## src/rtl/argmax_scan.sv

```systemverilog
// Sequential argmax over a signed result memory; reports the low bits of the winning index.
// Define ARGMAX_SYNC_READ_EN for a memory with one-cycle registered read latency.
module argmax_scan #(
  parameter int unsigned DATA_W = 32,
  parameter int unsigned ADDR_W = 16,
  parameter int unsigned IDX_W  = 4
) (
  input  logic              clk,
  input  logic              resetn,
  input  logic              start,
  input  logic [ADDR_W-1:0] size,
  output logic [ADDR_W-1:0] addr,
  input  logic [DATA_W-1:0] data,
  output logic [IDX_W-1:0]  max_index,
  output logic              done
);

  typedef enum logic [1:0] {StIdle, StScan, StFinish} state_e;

  state_e                    state_q, state_d;
  logic [ADDR_W-1:0]         size_q, size_d;
  logic [ADDR_W-1:0]         idx_q, idx_d;
  logic [ADDR_W-1:0]         addr_q, addr_d;
  logic [ADDR_W-1:0]         best_idx_q, best_idx_d;
  logic signed [DATA_W-1:0]  best_val_q, best_val_d;
  logic [IDX_W-1:0]          max_q, max_d;
  logic                      consume;
  logic                      take;

`ifdef ARGMAX_SYNC_READ_EN
  // Set once the first address has been presented, i.e. read data is now valid.
  logic primed_q, primed_d;
`endif

  always_comb begin
    state_d    = state_q;
    size_d     = size_q;
    idx_d      = idx_q;
    addr_d     = addr_q;
    best_idx_d = best_idx_q;
    best_val_d = best_val_q;
    max_d      = max_q;
    consume    = 1'b0;
    take       = 1'b0;
`ifdef ARGMAX_SYNC_READ_EN
    primed_d   = primed_q;
`endif

    unique case (state_q)
      StIdle: begin
        addr_d = '0;
        if (start) begin
          size_d  = size;
          idx_d   = '0;
          state_d = StScan;
`ifdef ARGMAX_SYNC_READ_EN
          primed_d = 1'b0;
`endif
        end
      end

      StScan: begin
        if (size_q == '0) begin
          max_d   = '0;
          state_d = StFinish;
        end else begin
`ifdef ARGMAX_SYNC_READ_EN
          if (!primed_q) begin
            primed_d = 1'b1;
            addr_d   = addr_q + ADDR_W'(1);
          end else begin
            consume = 1'b1;
          end
`else
          consume = 1'b1;
`endif
        end

        if (consume) begin
          // First element always seeds the best; later ones must be strictly greater.
          take = (idx_q == '0) || ($signed(data) > best_val_q);
          if (take) begin
            best_val_d = $signed(data);
            best_idx_d = idx_q;
          end
          if (idx_q == size_q - ADDR_W'(1)) begin
            max_d   = best_idx_d[IDX_W-1:0];
            addr_d  = '0;
            state_d = StFinish;
          end else begin
            idx_d  = idx_q + ADDR_W'(1);
            addr_d = addr_q + ADDR_W'(1);
          end
        end
      end

      StFinish: begin
        addr_d  = '0;
        state_d = StIdle;
      end

      default: state_d = StIdle;
    endcase
  end

  always_ff @(posedge clk) begin
    if (!resetn) begin
      state_q    <= StIdle;
      size_q     <= '0;
      idx_q      <= '0;
      addr_q     <= '0;
      best_idx_q <= '0;
      best_val_q <= '0;
      max_q      <= '0;
`ifdef ARGMAX_SYNC_READ_EN
      primed_q   <= 1'b0;
`endif
    end else begin
      state_q    <= state_d;
      size_q     <= size_d;
      idx_q      <= idx_d;
      addr_q     <= addr_d;
      best_idx_q <= best_idx_d;
      best_val_q <= best_val_d;
      max_q      <= max_d;
`ifdef ARGMAX_SYNC_READ_EN
      primed_q   <= primed_d;
`endif
    end
  end

  assign addr      = addr_q;
  assign max_index = max_q;
  assign done      = (state_q == StFinish);

endmodule

```

## config.mk

```make
export PLATFORM = sky130hd
export DESIGN_NAME = argmax_scan
export DESIGN_NICKNAME = d
export VERILOG_FILES = /design/src/rtl/argmax_scan.sv
export SDC_FILE = /design/constraint.sdc
export NUM_CORES = 1
export LEC_CHECK = 0
export CAP_MARGIN = 20
export CORE_MARGIN = 10
export CORE_UTILIZATION = 53
export CTS_CLUSTER_SIZE = 8
export DETAILED_ROUTE_END_ITERATION = 16
export DONT_BUFFER_PORTS = 1
export PLACE_DENSITY = 0.68
export SYNTH_ARGS = -nofsm -noshare
export SYNTH_HDL_FRONTEND = slang
export SYNTH_SLANG_ARGS = --single-unit
export TNS_END_PERCENT = 1
```

## constraint.sdc

```tcl
create_clock -name clk -period 5.9 [get_ports clk]
set_input_delay 0.885 -clock clk [delete_from_list [all_inputs] [get_ports clk]]
set_output_delay 0.885 -clock clk [all_outputs]
set_load 0.05 [all_outputs]
```

==> qor.yml, run 1 <==
ys_ff_latch: 90
drive_above_1_share_pct: 5.50
yosysSeqAreaShare_pct: 32.3
clkLatencyLatePin_ns: 0.37
h-tree-depth: 3
drc: 0
hp-class: "reg2reg"
critPathArrivalTime_ns: 3.95
fp.dieW_um: 123
synthArstFlopShare_pct: 0
post-route-period-util_pct: 62.8
tns_ns: 0
synthCells: 693
min_from: "best_val_q[17]"
ant_nets: 0
fillers: 972
cts_root_buf: "clkbuf_8"
wl_per_cell_um: 15.8
total_power_mw: 1.44
setup_viol: 0
core_mm2: 0.0103
min_period_ns: 3.71
numPortBuffers: 0
cts_hold_buf: 0
grt_max_degree: 98
synth_top_area_share_pct: 32.3
cp_max_fo: 19
yosysTopAreaCell: "dfxtp_1"
placed_area_mm2: 0.00559
initial_core_util_pct: 54.3
reg2reg_from: "size_q[0]"
post_cts_resized: 0
drt_iter0_drc: 292
fin_worst_skew_ns: 0.0158
slew_viol_final: 0
cp-startpoint: "size_q[0]"
cts_setup_buffers: 0
rsz0062_at_grt: "no"
final_hold_viol_count: 0
synth_area_mm2: 0.00558
finalWorstSetupSlack_ns: 2.19
antenna_cells: 0
synth_top_flop_cell: "dfxtp_1"
pre_cts_ws_ns: 1.98
ys_top_cells_by_count: "nand2_1 (147), dfxtp_1 (90), inv_1 (45)"
dieArea_mm2: 0.0150
dr_total_vias: 4656
drv_cap: 0
grtUsageTotal_pct: 17.3
sw_frac_of_total_pct: 30.1
combPwrFrac_pct: 20.3
gp_congestion: 0.891
nets: 756
status: "finished clean"
grt_pass1_vias: 4473
slew_headroom_pct: 32.0
yosysUniqueCellTypes: 66
routed_wl_um: 12800
ios: 72
overflow: 0
final_core_util_pct: 56.5
fmax_ghz: 0.270
cellPowerDensity_mw_per_mm2: 248
grt_first_pass_wirelength_um: 21500
tightest_slew_ns: 1.01
fp.dieH_um: 123
cts_tree: "done"
std_cell_rows: 37
cts_made_buffers: 9
path_class: "reg2reg"
synth_most_common_cell: "nand2_1"
place_hpwl_um: 9600
clock_sinks: 90
viasPerCell: 5.76
clk_pin_slew_ns: 0.09
pwr-share-clk_pct: 33.0
reg2reg_depth: 10
pwr-share-seq_pct: 46.7
cts.path.max_buffers: 2
leakage_nw: 2.16
synth_area_per_cell_um2: 8.06
ir_drop_uv: 129
internal-power_mw: 1.01
antenna_found_initial: 0
yosysWarnings: 0
syn-num-nets: 781
p_switching_mw: 0.434
syn_to_final_growth_pct: 4.08
design_area_mm2: 0.00581
worstSetupStartpointType: "flop"
synth-edff-count: 0
end_kind: "flop"
critPathRequiredTime_ns: 6.14
dr.pass1.iters: 4
holdPathStages: 2
synth_area_leaders: "dfxtp_1 (32%), nand2_1 (9.9%), ha_1 (8.3%), mux2i_1 (6.8%), inv_1 (3.0%)"
critical path: stages (launching register included):
cell	delay, ns
dfxtp_1	0.38
inv_1	0.10
ha_1	0.30
nor3b_1	0.65
nand3_1	0.19
or3b_2	0.50
o2bb2ai_2	0.17
nor4_2	0.47
or2_1	0.52
nor4b_1	0.16
mux2i_1	0.14
per-stage QoR:
| stage | hold WS, ns | cells |
|---|---|---|
| final | 0.461 | 809 |
| after global routing | 0.492 | 809 |
| after CTS | 0.464 | 809 |
| after detailed placement | 0.450 | 793 |
| after global placement | 0.442 | 793 |
| after floorplan | 0.435 | 693 |
registers in the layout, summed over array words and instances, names as in the netlist:
| name | cells |
|---|---|
| addr | 16 |
| best_idx_q | 4 |
| best_val_q | 32 |
| idx_q | 16 |
| max_index | 4 |
| size_q | 16 |
| state_q | 2 |
power groups by stage:
stage / Combinational (mW) / Clock, mW / Sequential (mW)
finish: 0.293 / 0.476 / 0.674
global route: 0.333 / 0.511 / 0.679
CTS: 0.294 / 0.486 / 0.674
detailed placement: 0.293 / 0 / 0.687
global placement: 0.283 / 0 / 0.686
floorplan: 0.261 / 0 / 0.673
final timing paths:
check	slack, ns	to
worst max-delay path	2.19	idx_q[15]
worst min-delay path	0.46	best_val_q[17]
worst max register to register	2.19	idx_q[15]
worst min register to register	0.46	best_val_q[17]
per-layer routing:
metal	share of wire (%)	up-vias	global-route usage (%)
met1	44	2182	21.4
li1	-	2376	-
met4	1.2	0	5.01
met5	0	-	0
met3	7.1	16	5.88
met2	47	82	28.2
cell usage in the layout (no fill, tap or decap), types with 13 or more instances in the layout:
cell | synthesis | final
o21ai_0 | 16 | 16
a21oi_1 | 26 | 26
nor2_1 | 19 | 18
dfxtp_1 | 90 | 90
xnor2_1 | 18 | 18
mux2i_1 | 38 | 38
nand4_1 | 13 | 13
a21boi_0 | 17 | 17
nand2_1 | 147 | 147
ha_1 | 37 | 37
nand3_1 | 27 | 27
inv_1 | 45 | 45
final cells by class:
type	count	area, um^2	share of cell area [%]
Clock inverter	6	96.3	1.66
Sequential cell	90	1800	31.0
Clock buffer	10	128	2.20
Multi-Input combinational cell	521	3440	59.2
Inverter	45	169	2.91
Timing Repair Buffer	1	7.51	0.129
Tap cell	136	170	2.93
logic make-up after synthesis:
logic type	synth area share (%)
DFF	32.3
AOI/OAI and AO/OA	14.1
and+or+nand+nor	27.3
muxes	6.81
xor gates and xnor gates	4.97
adders and majority gates	8.29
buffers and inverters	6.27
Power figures use the tool's default switching activity.
==> inputs of run 2 (changes only) <==
- PLACE_DENSITY: 0.68 -> 0.71
- clock period: 5.9 -> 3.1 ns (I/O delays scaled with it)
==> run 2 against run 1 <==
Effect of this change:
- flip-flop and latch count stayed put
- first-iteration DRC count is 3.1% higher
- via count is 3.7% higher
- clock-buffer cell count is 1 higher
- highest routed layer unchanged
- critical path depth is 2 lower
- fmax is 23% higher
- sequential power is 88% higher
- critical path type unchanged
- largest cell class unchanged
==> qor.yml, run 2 (synthesized netlist as in run 1, its figures left out) <==
status: "finished clean"
grt_max_degree: 98  # unchanged
setup_viol: 0  # unchanged
grt_pass1_vias: 4674  # +4.5%
hp-class: "in2reg"
path_cells: "or4_4 -> or3_1 -> a311oi_2 -> nand3_2 -> or4_4 -> nor3_4 -> nand2_1 -> o211ai_1"
min_period_ns: 3.01  # -0.693 ns
cts_made_buffers: 9  # unchanged
slew_headroom_pct: 49.3  # +17 points
path_class: "reg2reg"
dr_total_vias: 4828  # +3.7%
slew_viol_final: 0  # unchanged
reg2reg_from: "size_q[2]"
cts_root_buf: "clkbuf_8"
antenna_found_initial: 0  # unchanged
mostFrequentLayoutCells: "nand2_1 (147), dfxtp_1 (87), inv_1 (45)"
clkLatencyLatePin_ns: 0.38  # about the same
final_core_util_pct: 60.0  # +3.4 points
drv_cap: 0  # unchanged
rsz0062_at_grt: "yes"
ant_nets: 0  # unchanged
std_cell_rows: 37  # unchanged
viasPerCell: 5.77  # +0.23%
total_power_mw: 2.78  # +93%
cts_tree: "done"
slowest_stage: "or4_4"
place_hpwl_um: 9920  # +3.3%
tightest_slew_ns: 0.751  # -0.259 ns
drive_above_1_share_pct: 11.4  # +5.9 points
fp.dieH_um: 123  # unchanged
cp-startpoint: "size_q[2]"
antenna_cells: 0  # unchanged
regMostFlops: "best_val_q"
grt_first_pass_wirelength_um: 22200  # +2.9%
numPortBuffers: 0  # unchanged
gp_congestion: 0.876  # -1.7%
r2r_slack_ns: 0.09  # -2.11 ns
initial_core_util_pct: 54.3  # unchanged
post-route-period-util_pct: 97.2  # +34 points
h-tree-depth: 3  # unchanged
fmax_ghz: 0.332  # +23%
critPathArrivalTime_ns: 3.32  # -0.63 ns
routed_wl_um: 13400  # +4.3%
dr.pass1.iters: 5  # +1
dieArea_mm2: 0.0150  # unchanged
leakage_nw: 2.34  # +8.0%
reg2reg_to: "max_index[0]"
stdcell_count: 837  # +3.5%
wl_per_cell_um: 16.0  # +0.81%
core_mm2: 0.0103  # unchanged
overflow: 0  # unchanged
cp_max_fo: 8  # -11
slowest_delay_ns: 0.60  # -0.05 ns
worstSetupStartpointType: "flop"
tns_ns: 0  # unchanged
cts.path.max_buffers: 2  # unchanged
grtUsageTotal_pct: 17.9  # +0.56 points
cp-endpoint: "max_index[0]"
end_kind: "flop"
final_common_cell: "nand2_1"
clock_sinks: 90  # unchanged
nets: 784  # +3.7%
ir_drop_uv: 255  # +98%
clk_pin_slew_ns: 0.10  # about the same
critPathRequiredTime_ns: 3.41  # -2.73 ns
syn_to_final_growth_pct: 10.4
dp_cells: 817  # +3.0%
largest_reg_flops: 32  # unchanged
drc: 0  # unchanged
fp.dieW_um: 123  # unchanged
cellPowerDensity_mw_per_mm2: 452  # +82%
drt_iter0_drc: 301  # +3.1%
reg2reg_depth: 8  # -2
critPathMostFrequentCell: "or4_4"
fin_worst_skew_ns: 0.0111  # -0.00467 ns
final_hold_viol_count: 0  # unchanged
ios: 72  # unchanged
## run 2: how the worst min path moves through the flow
| stage | depth (start not counted) | to | start |
|---|---|---|---|
| finish | 2 | best_val_q[18] | data[18] |
| global route | 2 | best_val_q[28] | data[28] |
| CTS | 2 | best_val_q[4] | data[4] |
| detailed placement | 2 | best_val_q[29] | best_val_q[29] |
| global placement | 2 | best_val_q[9] | best_val_q[9] |
| floorplan | 2 | best_val_q[10] | best_val_q[10] |
## run 2: metrics by stage
stage	instance area, um^2	worst slack [ns]	hold WS [ns]
4_1_cts	6000	0.0215	0.207
5_1_grt	6160	-0.0393	0.201
3_5_place_dp	5790	-0.0597	0.448
3_3_place_gp	5790	-0.00202	0.442
6_report	6160	0.0856	0.218
2_1_floorplan	5580	0.114	0.435
## run 2: repair_timing
action / CTS / global route
setup endpoints to repair: 4 / 24
hold buffers: 0 / 0
setup buffers: 0 / 4
endpoints found under the hold margin: 0 / 0
gates resized for setup: 2 / 23
pin swaps: 0 / 10
## run 2: power breakdown
group,internal (mW),total [mW],switching (mW)
Sequential,1.22,1.27,0.0521
Clock,0.399,0.837,0.438
Combinational,0.300,0.677,0.377
## run 2: critical path, delay by kind of cell, from the launching register on
kind,cells,cell delay [ns]
AOI/OAI and AO/OA,2,0.57
DFF,1,0.37
and+or+nand+nor,6,2.02
## run 2: routing by layer
layer / global-route usage (%) / routed length [um] / vias up
li1: - / - / 2427
met1: 21.2 / 5660 / 2249
met2: 29.4 / 6360 / 122
met3: 5.79 / 989 / 30
met4: 7.07 / 357 / 0
met5: 0 / 0 / -
## run 2: final cells by class
type	count	area (um^2)
Clock buffer	11	141
Clock inverter	5	62.6
Fill cell	940	4110
Inverter	45	169
Multi-Input combinational cell	521	3570
Sequential cell	90	1810
Tap cell	136	170
Timing Repair Buffer	29	243
==> inputs of run 3 (changes only) <==
- CELL_PAD_IN_SITES_DETAIL_PLACEMENT: not set -> 1
- CELL_PAD_IN_SITES_GLOBAL_PLACEMENT: not set -> 2
- CORE_ASPECT_RATIO: not set -> 1.75
- CORE_MARGIN: 10 -> 2
- CORE_UTILIZATION: 53 -> 34
- PLACE_DENSITY: 0.71 -> not set
- PLACE_DENSITY_LB_ADDON: not set -> 0.1
==> run 3 against run 2 <==
Effect of this change:
- routed wire length rose by 19%
- final cell count up 8.1%
- flip-flop and latch count stayed put
- clock-buffer cell count decreased by 2
- core utilization decreased by 21 points
- clock skew up 0.0012 ns
- setup slack better by 0.011 ns
- first-iteration DRC count is 52% lower
- global-route usage rose by 1.1 points
- via count up 3.3%
- critical path type unchanged
- critical endpoint is now max_index[3]
- largest cell class unchanged
- highest routed layer unchanged
==> qor.yml, run 3 (synthesized netlist as in run 1, its figures left out) <==
final_hold_viol_count: 0  # unchanged
fmax_ghz: 0.333  # +0.38%
finalWorstSetupSlack_ns: 0.0969  # +0.0113 ns
nets: 796  # +1.5%
gp_congestion: 0.853  # -2.6%
critPathArrivalTime_ns: 3.26  # -0.06 ns
largest_reg_flops: 32  # unchanged
dieArea_mm2: 0.0175  # +16%
viasPerCell: 5.51  # -4.5%
ir_drop_uv: 235  # -8.0%
drt_iter0_drc: 145  # -52%
fp.dieH_um: 174  # +41%
ios: 72  # unchanged
status: "finished clean"
cts.path.max_buffers: 2  # unchanged
worstSetupStartpointType: "flop"
grtUsageTotal_pct: 19.0  # +1.1 points
grt_pass1_vias: 5447  # +17%
hp-class: "in2reg"
pre_cts_ws_ns: -0.0649  # -0.00516 ns
routed_wl_um: 15900  # +19%
h-tree-depth: 3  # unchanged
antenna_cells: 0  # unchanged
clock_sinks: 90  # unchanged
ant_nets: 0  # unchanged
tightest_slew_ns: 0.662  # -0.0897 ns
dr.pass1.iters: 4  # -1
drive_above_1_share_pct: 13.0  # +1.6 points
grt_max_degree: 98  # unchanged
numPortBuffers: 0  # unchanged
rsz0062_at_grt: "yes"
end_kind: "flop"
clkLatencyLatePin_ns: 0.35  # -0.03 ns
drc: 0  # unchanged
cts_tree: "done"
fin_worst_skew_ns: 0.0123  # +0.00119 ns
cellPowerDensity_mw_per_mm2: 484  # +7.1%
setup_viol: 0  # unchanged
critPathRequiredTime_ns: 3.36  # -0.05 ns
cp_max_fo: 8  # unchanged
leakage_nw: 2.43  # +4.1%
cts_hold_buf: 0  # unchanged
whs_ns: 0.247  # +0.0284 ns
wl_per_cell_um: 17.5  # +9.7%
path_class: "reg2reg"
overflow: 0  # unchanged
mostFrequentLayoutCells: "nand2_1 (147), dfxtp_1 (87), inv_1 (45)"
total_power_mw: 3.10  # +11%
syn_to_final_growth_pct: 14.6
grt_first_pass_wirelength_um: 26400  # +19%
place_hpwl_um: 12300  # +24%
initial_core_util_pct: 34.4  # -20 points
final_core_util_pct: 39.5  # -21 points
slew_viol_final: 0  # unchanged
regMostFlops: "best_val_q"
tns_ns: 0  # unchanged
fp.dieW_um: 101  # -18%
cts_made_buffers: 9  # unchanged
slew_headroom_pct: 55.8  # +6.6 points
antenna_found_initial: 0  # unchanged
post-route-period-util_pct: 96.9  # -0.37 points
drv_cap: 0  # unchanged
min_period_ns: 3.00  # -0.0113 ns
clk_pin_slew_ns: 0.08  # -0.02 ns
dr_total_vias: 4985  # +3.3%
std_cell_rows: 62  # +68%
cts_root_buf: "clkbuf_16"
core_mm2: 0.0162  # +58%
final_common_cell: "nand2_1"
run 3: changes by cell type in the layout (fill, tap and decap cells not counted), moves of 2 or more:
cell,before,now
buf_4,27,39
clkbuf_8,10,0
clkbuf_16,0,9
clkinvlp_4,2,0
inv_6,1,3
inv_8,0,2
nor3_1,10,12
nor3_2,2,0
run 3: final timing paths:
path	cells after the start	from	endpoint	slack (ns)
min reg2reg	2	best_val_q[15]	best_val_q[15]	0.46
min	2	data[3]	best_val_q[3]	0.25
max reg2reg	8	size_q[1]	max_index[3]	0.1
max	8	size_q[1]	max_index[3]	0.1
run 3: power by group:
part	switching (mW)	leakage, nW	internal, mW
clock network	0.544	0.145	0.568
logic	0.394	1.55	0.319
registers	0.0535	0.733	1.22
run 3: routing by layer:
metal | vias up | GRT usage (%) | share of wire, %
met5 | - | 0 | 0
met4 | 0 | 7.42 | 2.9
met3 | 25 | 2.82 | 2.8
met2 | 67 | 37.4 | 56
met1 | 2442 | 19.1 | 38
li1 | 2451 | - | -
run 3: area by class of cell:
| type | count | area, um^2 |
|---|---|---|
| clock buffers | 9 | 225 |
| clock inverters | 7 | 66.3 |
| fillers | 1964 | 9810 |
| inverters | 45 | 169 |
| multi-input cells | 521 | 3560 |
| flip-flops and latches | 90 | 1810 |
| well taps | 192 | 240 |
| repair buffers | 41 | 333 |
run 3: what timing repair did:
action | CTS | global route
gates resized for setup | 6 | 18
buffers inserted | 0 | 1
pin swaps | 0 | 10
setup endpoints to repair | 11 | 25
run 3: through the flow:
stage | std cells | cell area [um^2]
detailed placement | 888 | 5980
finish | 905 | 6400
CTS | 904 | 6290
floorplan | 693 | 5580
global route | 905 | 6400
global placement | 888 | 5980
run 3: critical path, cell delays in order, from the launching register on:
cell and delay (ns):
dfxtp_2 0.34, or4_4 0.60, or4_4 0.56, a21oi_4 0.18, nor2_1 0.06, or4_4 0.54
nor4b_4 0.37, nand4_1 0.14, o211ai_1 0.12
